`src/rtl/entrada_multifase.sv`:
```
// Multi-phase switch input reader: assembles an N_FASES-chunk word from debounced
// confirm-key presses and hands it to the processor through a valid/ack handshake.
module entrada_multifase #(
  parameter int CHAVES_W = 16,
  parameter int N_FASES  = 2,
  parameter int DADO_W   = CHAVES_W * N_FASES,
  parameter int DEBOUNCE = 50000,
  parameter int FASE_W   = (N_FASES > 1) ? $clog2(N_FASES) : 1
) (
  input  logic                clock,
  input  logic                reset,
  input  logic [CHAVES_W-1:0] chaves,
  input  logic                confirma,
  input  logic                controle,
  input  logic                ack,
  output logic [DADO_W-1:0]   dado,
  output logic                dado_valido,
  output logic [FASE_W-1:0]   fase,
  output logic                aguardando
);

  localparam int CNT_W = $clog2(DEBOUNCE + 1);

  typedef enum logic [1:0] {
    OCIOSO,
    COLETA,
    PRONTO
  } estado_t;

  // Chunk idx lands in the word with chunk 0 in the most significant position.
  function automatic logic [DADO_W-1:0] insere_fatia(
    input logic [DADO_W-1:0]   base,
    input logic [CHAVES_W-1:0] fatia,
    input logic [FASE_W-1:0]   idx
  );
    logic [DADO_W-1:0] r;
    r = base;
    for (int i = 0; i < N_FASES; i++) begin
      if (idx == FASE_W'(i)) r[(N_FASES-1-i)*CHAVES_W +: CHAVES_W] = fatia;
    end
    return r;
  endfunction

  logic                conf_p0, conf_p1;
  logic [CHAVES_W-1:0] chaves_p0, chaves_p1;
  logic [CNT_W-1:0]    cnt_p2;
  logic                conf_est, conf_est_q;
  logic                captura;

  // Stage p0/p1: two-flop synchronizers; stage p2: debounce of the confirm key
  always_ff @(posedge clock) begin
    if (reset) begin
      conf_p0    <= 1'b0;
      conf_p1    <= 1'b0;
      chaves_p0  <= '0;
      chaves_p1  <= '0;
      cnt_p2     <= '0;
      conf_est   <= 1'b0;
      conf_est_q <= 1'b0;
    end else begin
      conf_p0    <= confirma;
      conf_p1    <= conf_p0;
      chaves_p0  <= chaves;
      chaves_p1  <= chaves_p0;
      conf_est_q <= conf_est;
      if (conf_p1 == conf_est) begin
        cnt_p2 <= '0;
      end else if (cnt_p2 == CNT_W'(DEBOUNCE - 1)) begin
        conf_est <= conf_p1;
        cnt_p2   <= '0;
      end else begin
        cnt_p2 <= cnt_p2 + CNT_W'(1);
      end
    end
  end

  // Only the press edge commits a chunk; releases are ignored.
  assign captura = conf_est & ~conf_est_q;

  estado_t             estado, estado_nxt;
  logic [DADO_W-1:0]   shadow, shadow_nxt;
  logic [DADO_W-1:0]   dado_nxt;
  logic                valido_nxt;
  logic [FASE_W-1:0]   fase_nxt;
  logic [DADO_W-1:0]   merged;

  always_comb begin
    estado_nxt = estado;
    shadow_nxt = shadow;
    dado_nxt   = dado;
    valido_nxt = dado_valido;
    fase_nxt   = fase;
    merged     = insere_fatia(shadow, chaves_p1, fase);
    case (estado)
      OCIOSO: begin
        if (controle && !dado_valido) begin
          estado_nxt = COLETA;
          fase_nxt   = '0;
          shadow_nxt = '0;
        end
      end
      COLETA: begin
        // Dropping controle aborts even when a capture arrives in the same cycle.
        if (!controle) begin
          estado_nxt = OCIOSO;
          fase_nxt   = '0;
          shadow_nxt = '0;
        end else if (captura) begin
          shadow_nxt = merged;
          if (fase == FASE_W'(N_FASES - 1)) begin
            dado_nxt   = merged;
            valido_nxt = 1'b1;
            fase_nxt   = '0;
            estado_nxt = PRONTO;
          end else begin
            fase_nxt = fase + FASE_W'(1);
          end
        end
      end
      PRONTO: begin
        if (ack) begin
          valido_nxt = 1'b0;
          estado_nxt = OCIOSO;
        end
      end
      default: begin
        estado_nxt = OCIOSO;
        fase_nxt   = '0;
      end
    endcase
  end

  always_ff @(posedge clock) begin
    if (reset) begin
      estado      <= OCIOSO;
      shadow      <= '0;
      dado        <= '0;
      dado_valido <= 1'b0;
      fase        <= '0;
    end else begin
      estado      <= estado_nxt;
      shadow      <= shadow_nxt;
      dado        <= dado_nxt;
      dado_valido <= valido_nxt;
      fase        <= fase_nxt;
    end
  end

  assign aguardando = (estado == COLETA);

endmodule

```
`config.mk`:
```
export PLATFORM = sky130hd
export DESIGN_NAME = entrada_multifase
export DESIGN_NICKNAME = d
export VERILOG_FILES = /design/src/rtl/entrada_multifase.sv
export SDC_FILE = /design/constraint.sdc
export NUM_CORES = 1
export LEC_CHECK = 0
export CORE_MARGIN = 2
export CORE_UTILIZATION = 52
export DETAILED_ROUTE_END_ITERATION = 12
export HOLD_SLACK_MARGIN = 0.1
export PLACE_DENSITY = 0.83
export SYNTH_ARGS = -nofsm -noshare
export SYNTH_HDL_FRONTEND = slang
export SYNTH_SLANG_ARGS = --single-unit
```
`constraint.sdc`:
```
create_clock -name clock -period 2.2 [get_ports clock]
set_input_delay 0.55 -clock clock [delete_from_list [all_inputs] [get_ports clock]]
set_output_delay 0.55 -clock clock [all_outputs]
set_load 0.01 [all_outputs]
```
==> flow_metrics.tcl <==
set metrics [dict create \
    end_kind "output pin" \
    ioPinCount 56 \
    hpwlAfterDp_mm 4.38 \
    rows 30 \
    r2r_slack_ns 0.18 \
    p_comb_frac 0.035 \
    gp_congestion 0.886 \
    dr.pass1.iters 5 \
    synth_seq_cells 104 \
    ctsResizeCount 0 \
    ys_types 33 \
    final_nets 471 \
    intPower_uw 2430 \
    first_global_vias 2403 \
    vias 2690 \
    cap_violations 0 \
    finalWirelength_mm 6.49 \
    cts_tree "built" \
    clock-sinks 104 \
    wire_per_inst_microns 11.8 \
    cpLargestDelayFamily "buffers and inverters" \
    via_per_inst 4.89 \
    synth_area_leaders "dfxtp_1 57%, nand2_1 8.9%, nor2b_1 6.2%, a21oi_1 5.4%, nand2b_1 3.3%" \
    antenna_found_initial 0 \
    rsz0062_at_grt "no" \
    clockBufferDepth 2 \
    synth_warnings 0 \
    grt_max_degree 50 \
    cts_hold_buf 0 \
    worst_pin_slew_ns 0.444 \
    numCtsBuffers 9 \
    ff2ff_path_depth 5 \
    worstHoldEndpoint "chaves_p1[13]" \
    antenna_left 0 \
    port_buffers 55 \
    synth_seq_area_share 0.572 \
    finalSetupViolations 0 \
    rr_endpoint "cnt_p2[14]" \
    synthesis.nets 421 \
    post-route-min-period_ns 2.09 \
    status "finished, final reports clean" \
    clk_pin_slew_ns 0.10 \
    irDropWorstVdd_v 0.000338 \
    route.detailed.drc 0 \
    synth_top_area_frac 0.572 \
    slowest_delay_ns 0.55 \
    die_w_microns 87.7 \
    syn_area_per_cell_sq_um 9.13 \
    instances_no_fill 550 \
    rr_startpoint "cnt_p2[0]" \
    post_cts_buffers 0 \
    tns_ns 0 \
    antennaDiodeCount 0 \
    arrival_ns 1.54 \
    insertion_delay_ns 0.36 \
    hold_start "chaves_p0[13]" \
    cp.required_ns 1.65 \
    p_per_area_mw_per_mm2 698 \
    crit_type "reg -> out" \
    htreeDepth 3 \
    cp-start-kind "flip-flop" \
    synth_area_leader_cell "dfxtp_1" \
    leakage_uw 0.00147 \
    path_cells "inv_1, nor2_1, clkdlybuf4s50_1" \
    relSlewSlack 0.704 \
    hold_viol_final 0 \
    track_usage 0.174 \
    area_growth_pct 22.8 \
    grt_pass1_wl_mm 10.6 \
    die_h_microns 87.7 \
    cp_num_buf_inv 2 \
    clkPwrFrac 0.349 \
    max_freq_mhz 478 \
    start_util 0.536 \
    hold_class "reg -> reg" \
    drt_iter0_drc 159 \
    place_inst 534 \
    period_share 0.951 \
    worstPathMaxFanout 6 \
    netSwitchingPower_uw 696 \
    clockRootBuffer "clkbuf_8" \
    hold_depth 1 \
    slew_viol_final 0 \
    seqPwrFrac 0.616 \
    die_area_sq_mm 0.00769 \
    grt.overflow.total 0 \
    synth_area_sq_mm 0.00364 \
    drive_above_1_share 0.0837 \
    core_area_sq_mm 0.00679 \
    cpMaxStageDelayCell "clkdlybuf4s50_1" \
    sw_frac_of_total 0.223 \
    clock_skew_ns 0.00952 \
    synth_cells 399 \
]
synth_stat cells:
library cell  count
nand3b_1          2
a21o_1            1
dfxtp_1         104
nor3_1            6
a311oi_1          1
mux2i_1           1
o21ai_0          18
or3_1             5
or4_1             2
nor2b_1          36
clkbuf_1         21
or4b_1            2
nor2_1            7
or2_2             1
ha_1              1
o211ai_1          1
nand2_4           1
nand2b_1         19
nand3_1           9
nand2_1          86
nor2_2           10
buf_12            1
o31ai_1           1
a21oi_1          39
or4_4             1
nor4_2            1
xor2_1            2
and3_1            2
nor4_1            3
inv_1             2
nand4_1           1
nand4b_1          1
xnor2_1          11
per-stage QoR:
step	utilization	total power, uW	instance area, sq um	worst slack (ns)	hold WS (ns)
final	0.658	3120	4470	0.107	0.439
after floorplan	-	2030	3640	0.388	0.414
after global routing	0.658	3260	4470	0.0439	0.458
after CTS	0.658	3160	4470	0.0903	0.442
after global placement	0.630	2080	4280	0.146	0.421
after detailed placement	0.630	2080	4280	0.0866	0.422
flip-flops by register name, indices dropped and copies added, names as in the netlist:
register / cells
chaves_p0: 16
shadow: 16
chaves_p1: 16
conf_est_q: 1
estado: 2
dado_valido: 1
conf_p0: 1
dado: 32
fase: 1
conf_est: 1
conf_p1: 1
cnt_p2: 16
layout make-up:
| cell class | instances | area [sq um] |
|---|---|---|
| inverters | 2 | 7.51 |
| repair buffers | 61 | 616 |
| clock buffers | 10 | 138 |
| multi-input cells | 271 | 1460 |
| well taps | 96 | 120 |
| flip-flops and latches | 104 | 2080 |
| fillers | 549 | 2320 |
| clock inverters | 6 | 51.3 |
power by group through the flow:
stage          Clock (uW)  Combinational, uW  Sequential (uW)
6_report             1090                109             1920
3_5_place_dp            0                110             1970
4_1_cts              1130                110             1920
2_1_floorplan           0               62.1             1960
5_1_grt              1210                119             1930
3_3_place_gp            0                108             1970
worst register-to-register path, delay by kind of cell (launching register included):
family                   cells  cell delay (ns)
AND/OR/NAND/NOR              3             1.20
adder cells (fa/ha/maj)      1             0.21
AO/OA/AOI/OAI                1             0.14
flip-flops                   1             0.40
cell families after synthesis:
family,after synthesis,synth area share
and+or+nand+nor,195,0.275
DFF,104,0.572
AOI/OAI and AO/OA,61,0.0869
buffers and inverters,24,0.0292
xor gates and xnor gates,13,0.0313
muxes,1,0.00275
adders and majority gates,1,0.00344
layer usage:
metal  part of all wire  global-route usage  vias up  wire, microns
li1                   -                   -     1399              -
met1               0.50               0.236     1219           3230
met2               0.45               0.269       62           2900
met3              0.039              0.0339       10            250
met4              0.017              0.0839        0            108
met5                  0                   0        -              0
worst max-delay path by stage:
stage              start         end  cells after the start
6_report       estado[0]  aguardando                      3
2_1_floorplan  cnt_p2[0]  cnt_p2[14]                      5
4_1_cts        estado[0]  aguardando                      3
3_5_place_dp    controle     dado[5]                      6
3_3_place_gp    controle    dado[11]                      6
5_1_grt        estado[0]  aguardando                      3
layout by cell type, fill, tap and decap left out:
master,synthesis,routed
buf_4,0,4
clkdlybuf4s50_1,0,54
o21ai_0,18,18
nand2_1,86,86
xor2_1,2,2
nand2b_1,19,19
o31ai_1,1,1
or4_1,2,2
a21oi_1,39,39
ha_1,1,1
nand4b_1,1,1
or3_1,5,5
xnor2_1,11,11
nand4_1,1,1
nand3_1,9,9
buf_12,1,2
nand2_4,1,1
nor3_1,6,5
nor2b_1,36,36
inv_1,2,2
or4_4,1,1
nor2_1,7,7
dfxtp_1,104,104
clkbuf_8,0,10
inv_6,0,2
a311oi_1,1,1
or4b_1,2,2
clkinv_4,0,3
or2_2,1,1
buf_2,0,1
nand3b_1,2,2
mux2i_1,1,1
nor4_2,1,1
a21o_1,1,1
clkinvlp_4,0,1
and3_1,2,2
nor4_1,3,3
nor2_2,10,10
nor3_2,0,1
o211ai_1,1,1
Power figures use the tool's default switching activity.
